## src/rtl/imem_arbiter.sv

```systemverilog
// imem_arbiter: serialises two cache-refill block reads onto one memory port with a ren gap between transactions.
// Build option IMEM_ARB_FIXED_PRIO_EN: requester 0 always wins ties (no last_grant, requester 1 may starve).
module imem_arbiter #(
    parameter int ADDR_W = 10,
    parameter int DATA_W = 128
) (
    input  logic              clock,
    input  logic              reset,
    input  logic              req0,
    input  logic [ADDR_W-1:0] addr0,
    output logic              ack0,
    input  logic              req1,
    input  logic [ADDR_W-1:0] addr1,
    output logic              ack1,
    output logic [DATA_W-1:0] rdata,
    output logic              busy,
    output logic              mem_ren,
    output logic [ADDR_W-1:0] mem_addr,
    input  logic              mem_ready,
    input  logic [DATA_W-1:0] mem_dout
);
    localparam logic [2:0] IDLE  = 3'd0;
    localparam logic [2:0] ISSUE = 3'd1;
    localparam logic [2:0] WAIT  = 3'd2;
    localparam logic [2:0] RESP  = 3'd3;
    localparam logic [2:0] GAP   = 3'd4;

    logic [2:0] state;
    logic       gnt;
    logic       pick;

`ifdef IMEM_ARB_FIXED_PRIO_EN
    // Requester 0 takes every tie; requester 1 only wins when alone.
    always_comb pick = !req0;
`else
    logic last_grant;

    // On a tie pick the port that was not served last, otherwise whoever is asking.
    always_comb pick = (req0 && req1) ? !last_grant : !req0;

    // Remember the most recent grant; reset favours requester 0 on the first tie.
    always_ff @(posedge clock or negedge reset)
        if (!reset) last_grant <= 1'b1;
        else if (state == IDLE && (req0 || req1)) last_grant <= pick;
`endif

    // Transaction sequencer: grant, issue, wait for ready, acknowledge, then force a ren-low gap.
    always_ff @(posedge clock or negedge reset) begin
        if (!reset) begin
            state    <= IDLE;
            gnt      <= 1'b0;
            ack0     <= 1'b0;
            ack1     <= 1'b0;
            rdata    <= '0;
            mem_ren  <= 1'b0;
            mem_addr <= '0;
        end else begin
            ack0 <= 1'b0;
            ack1 <= 1'b0;
            case (state)
                IDLE: if (req0 || req1) begin
                    gnt      <= pick;
                    mem_addr <= pick ? addr1 : addr0;
                    mem_ren  <= 1'b1;
                    state    <= ISSUE;
                end
                ISSUE: state <= WAIT;
                WAIT: if (mem_ready) begin
                    rdata   <= mem_dout;
                    mem_ren <= 1'b0;
                    ack0    <= !gnt;
                    ack1    <= gnt;
                    state   <= RESP;
                end
                RESP: state <= GAP;
                default: state <= IDLE;
            endcase
        end
    end

    assign busy = state != IDLE;
endmodule

```

## config.mk

```make
export PLATFORM = sky130hd
export DESIGN_NAME = imem_arbiter
export DESIGN_NICKNAME = d
export VERILOG_FILES = /design/src/rtl/imem_arbiter.sv
export SDC_FILE = /design/constraint.sdc
export NUM_CORES = 1
export LEC_CHECK = 0
export CAP_MARGIN = 25
export CORE_ASPECT_RATIO = 2
export CORE_MARGIN = 5
export CORE_UTILIZATION = 37
export CTS_BUF_LIST = sky130_fd_sc_hd__clkbuf_8
export DETAILED_ROUTE_END_ITERATION = 12
export GPL_TIMING_DRIVEN = 0
export PLACE_DENSITY_LB_ADDON = 0.2
export SLEW_MARGIN = 10
export SYNTH_ARGS = -nofsm -noshare
export SYNTH_HDL_FRONTEND = slang
export SYNTH_SLANG_ARGS = --single-unit
```

## constraint.sdc

```tcl
create_clock -name clock -period 1.5 [get_ports clock]
set_input_delay 0.225 -clock clock [delete_from_list [all_inputs] [get_ports clock]]
set_output_delay 0.225 -clock clock [all_outputs]
set_load 0.01 [all_outputs]
```

==> summary.md, run 1 <==
| Metric | Value |
|---|---|
| Final clock skew | `approximately 0.017 ns` |
| Initial core utilization | `0.3756` |
| Synthesized instance count | `approximately 330` |
| Via count of the first global-routing pass | `around 4700` |
| FMAX | `0.6311 GHz` |
| Ranking of synthesized cells by area | `dfrtp_1, mux2_1, mux2_2` |
| Max-Cap Viols | `0` |
| Sw Share | `0.3198` |
| RePlAce Congestion | `roughly 0.75` |
| Final Max Tran Viols | `0` |
| Initial DRC count | `59` |
| Initial antenna violation count | `0` |
| Max_slew headroom | `0.6202` |
| Vias per cell | `between 4 and 5` |
| Combinational Power Share | `0.486` |
| CTS root buffer | `clkbuf_8` |
| Area Overhead vs Synth | `76.47%` |
| Largest family of logic cells by synthesized area | `multiplexers` |
| Internal power | `roughly 0.014 W` |
| H-Tree Depth | `4` |
| CTS Sinks | `146` |
| Critical Path RT | `1.27 ns` |
| Leakage | `~4.4 nW` |
| Dpl cell area | `roughly 0.0088 mm^2` |
| Clock Latency Late Sink | `around 0.45 ns` |
| GRT Resource Usage Total | `0.1888` |
| P_sw | `around 0.0064 W` |
| Area of the mapped netlist | `0.005537 mm^2` |
| CTS Buf Count | `17` |
| Post-synth top area share | `0.6554` |
| Multi-input gate area | `0.002217 mm^2` |
| Die H | `~180 um` |
| Startpoint types | `flip-flop` |
| First-pass GRT wire length | `24770 um` |
| Critical Path AT | `roughly 1.4 ns` |
| RSZ-0062 raised after global routing | `true` |
| Prevailing post-synth register cell | `dfrtp_1` |
| Top-count cell post-synth | `dfrtp_1` |
| Routed length per instance | `about 20 um` |
| Core area | `0.01474 mm^2` |
| Post-synth EDFFs | `0` |
| Hold crit path type | `primary input to asynchronous set/reset pin` |
| VDD IR max | `about 1.1 mV` |
| Syn_nets | `around 490` |
| Mux contribution to synthesized area | `0.2603` |
| Synth Area in Simple Gates | `0.01446` |
| Final wirelength | `around 17000 um` |
| Final Critical Period | `approximately 1.6 ns` |
| Final worst-path cycle share | `1.056` |
| Xor/xnor cell area share of the yosys netlist | `0.001582` |
| Register area share after synthesis | `0.6601` |
| Die Span X | `96.50 um` |
| Status | `finished, violations left` |
| R2r startpoint | `state[0]$_DFFE_PN0P_` |
| Fill count | `~1100` |
| Hpwl dp | `12850 um` |
| Clk network pwr share | `0.164` |
| Setup WS post-layout | `-0.08450 ns` |
| Total gr overflow | `0` |
| Fraction of layout cells with a size suffix above 1 | `0.2868` |
| Worst-margin pin slew | `0.5696 ns` |
| Clock-pin slew on the worst setup and hold paths | `~0.090 ns` |
| Failing checks | `negative setup slack` |
| Worst setup EP type | `output port` |
| Final hold violation count | `0` |
| Register area | `between 0.003 and 0.004 mm^2` |
| Clock buffer depth | `2` |
| DR pass1 iterations | `4` |
| Post-synth top cells | `dfrtp_1, mux2_1, buf_4` |
| Via count | `around 4200` |
| FF-to-FF path depth | `5` |
| Share of async-settable or async-resettable flops after synthesis | `1.000` |
| Pwr Density | `between 2000 and 2500 mW/mm^2` |
| Post-route DRC | `0` |
| Synth Area in Adders | `0` |
| R2R Path End | `rdata[122]$_DFFE_PN0P_` |
| Crit Path Category | `flip-flop to output port` |
| Design Area, Final | `slightly below 0.01 mm^2` |
| Largest net degree at the start of global routing | `about 120` |
| Syn. warnings | `0` |
| Min Hold Slack | `~0.22 ns` |
| R2R setup slack | `-0.08 ns` |
| Seq pwr share | `0.350` |
| Final setup vio count | `a little over 100` |
| Avg Cell Area, Syn | `16.58 um^2` |
| Setup_tns | `-6.441 ns` |
| I/O pin count | `about 300` |
| Remaining antenna violation count | `0` |
| Cell Count, Final, Fillers Out | `868` |
| CTS tree | `yes` |
| Die area | `~0.018 mm^2` |
| Antenna Cells | `0` |
| PortBufs | `around 300` |
| Compound-gate portion of the synthesized area | `0.03932` |
| Yosys cell types | `26` |
| # rows | `63` |
| Inst Count DP | `824` |
| Layout net count | `between 800 and 900` |
| FF+latch count, synth | `around 150` |
| Synth area leader | `dfrtp_1` |
| Worst Path Max Fanout | `3` |
## kinds of logic after synthesis
| group | count (synthesis) |
|---|---|
| flip-flops | 146 |
| multiplexers | 128 |
| AO/OA/AOI/OAI | 25 |
| buffers and inverters | 20 |
| AND/OR/NAND/NOR | 14 |
| XOR/XNOR | 1 |
## per-stage QoR
step	power [W]	utilization	worst slack (ns)
2_1_floorplan	0.01041	-	0.04613
3_3_place_gp	0.01548	0.5918	-5.489
6_report	0.01997	0.6628	-0.08450
3_5_place_dp	0.01582	0.5940	-0.4474
4_1_cts	0.01826	0.6271	-0.1318
5_1_grt	0.02106	0.6628	-0.1696
## critical path, cell delays in order (launching register included)
cell     delay [ns]
dfrtp_2        0.45
buf_4          0.15
nor3_4         0.13
inv_2          0.06
buf_6          0.12
## sequential cells by signal, summed over array words and instances (netlist names)
name        count
last_grant      1
rdata         128
mem_addr       10
state           3
mem_ren         1
ack0            1
ack1            1
gnt             1
## area by class of cell
cell class / count / share of cell area
plain buffers: 15 / 0.02676
clock buffers: 17 / 0.02395
clock inverters: 15 / 0.01972
inverters: 2 / 0.0007683
multi-input cells: 168 / 0.2269
flip-flops and latches: 146 / 0.3744
well taps: 195 / 0.02497
repair buffers: 310 / 0.3025
## power by group through the flow
stage | sequential (W) | clock (W) | combinational [W]
floorplan | 0.00787 | 0 | 0.00254
finish | 0.00699 | 0.00328 | 0.00969
global placement | 0.00691 | 0 | 0.00857
CTS | 0.00687 | 0.00338 | 0.00801
detailed placement | 0.00703 | 0 | 0.00879
global route | 0.00724 | 0.00357 | 0.0103
## placed cells by master, fill, tap and decap left out, drive strengths merged, types with 2 or more instances in the layout
master,count
a2bb2oi,10
buf,31
bufinv,4
clkbuf,18
clkdlybuf4s50,151
clkinv,8
clkinvlp,3
dfrtp,145
dlygate4sd2,141
inv,2
mux2,128
nand2,3
nor2,5
nor3,3
o32ai,10
## worst max path at each step
| stage | startpoint | end |
|---|---|---|
| after floorplan | state[1]$_DFFE_PN0P_ | rdata[87]$_DFFE_PN0P_ |
| after global placement | reset | rdata[115]$_DFFE_PN0P_ |
| after detailed placement | mem_ready | rdata[71]$_DFFE_PN0P_ |
| after CTS | state[1]$_DFFE_PN0P_ | busy |
| after global routing | state[0]$_DFFE_PN0P_ | busy |
| final | state[0]$_DFFE_PN0P_ | busy |
## what timing repair did
action,CTS,global route
setup endpoints to repair,274,129
gates cloned,2,0
resized for setup,188,125
endpoints found under the hold margin,32,0
hold buffers,1,0
buffers inserted,9,3
pin swaps,2,2
## metal layers
metal,track usage,vias to the layer above,share of wire,wire length (um)
li1,-,1857,-,-
met4,0.08657,0,0.036,629
met2,0.3549,197,0.55,9470
met5,0,-,0,0
met3,0.06938,39,0.089,1538
met1,0.1715,2089,0.33,5653
No activity file was read; power rests on OpenSTA's default activity.
==> run 2, diff against run 1 <==
--- a/config.mk
+++ b/config.mk
@@ -10,6 +10,7 @@
 export CORE_MARGIN = 5
 export CORE_UTILIZATION = 37
 export CTS_BUF_LIST = sky130_fd_sc_hd__clkbuf_8
+export CTS_CLUSTER_DIAMETER = 30
 export DETAILED_ROUTE_END_ITERATION = 12
 export GPL_TIMING_DRIVEN = 0
 export PLACE_DENSITY_LB_ADDON = 0.2
==> results of run 2 <==
Same layout as run 1: the final DEF is identical, and so are final timing and power.
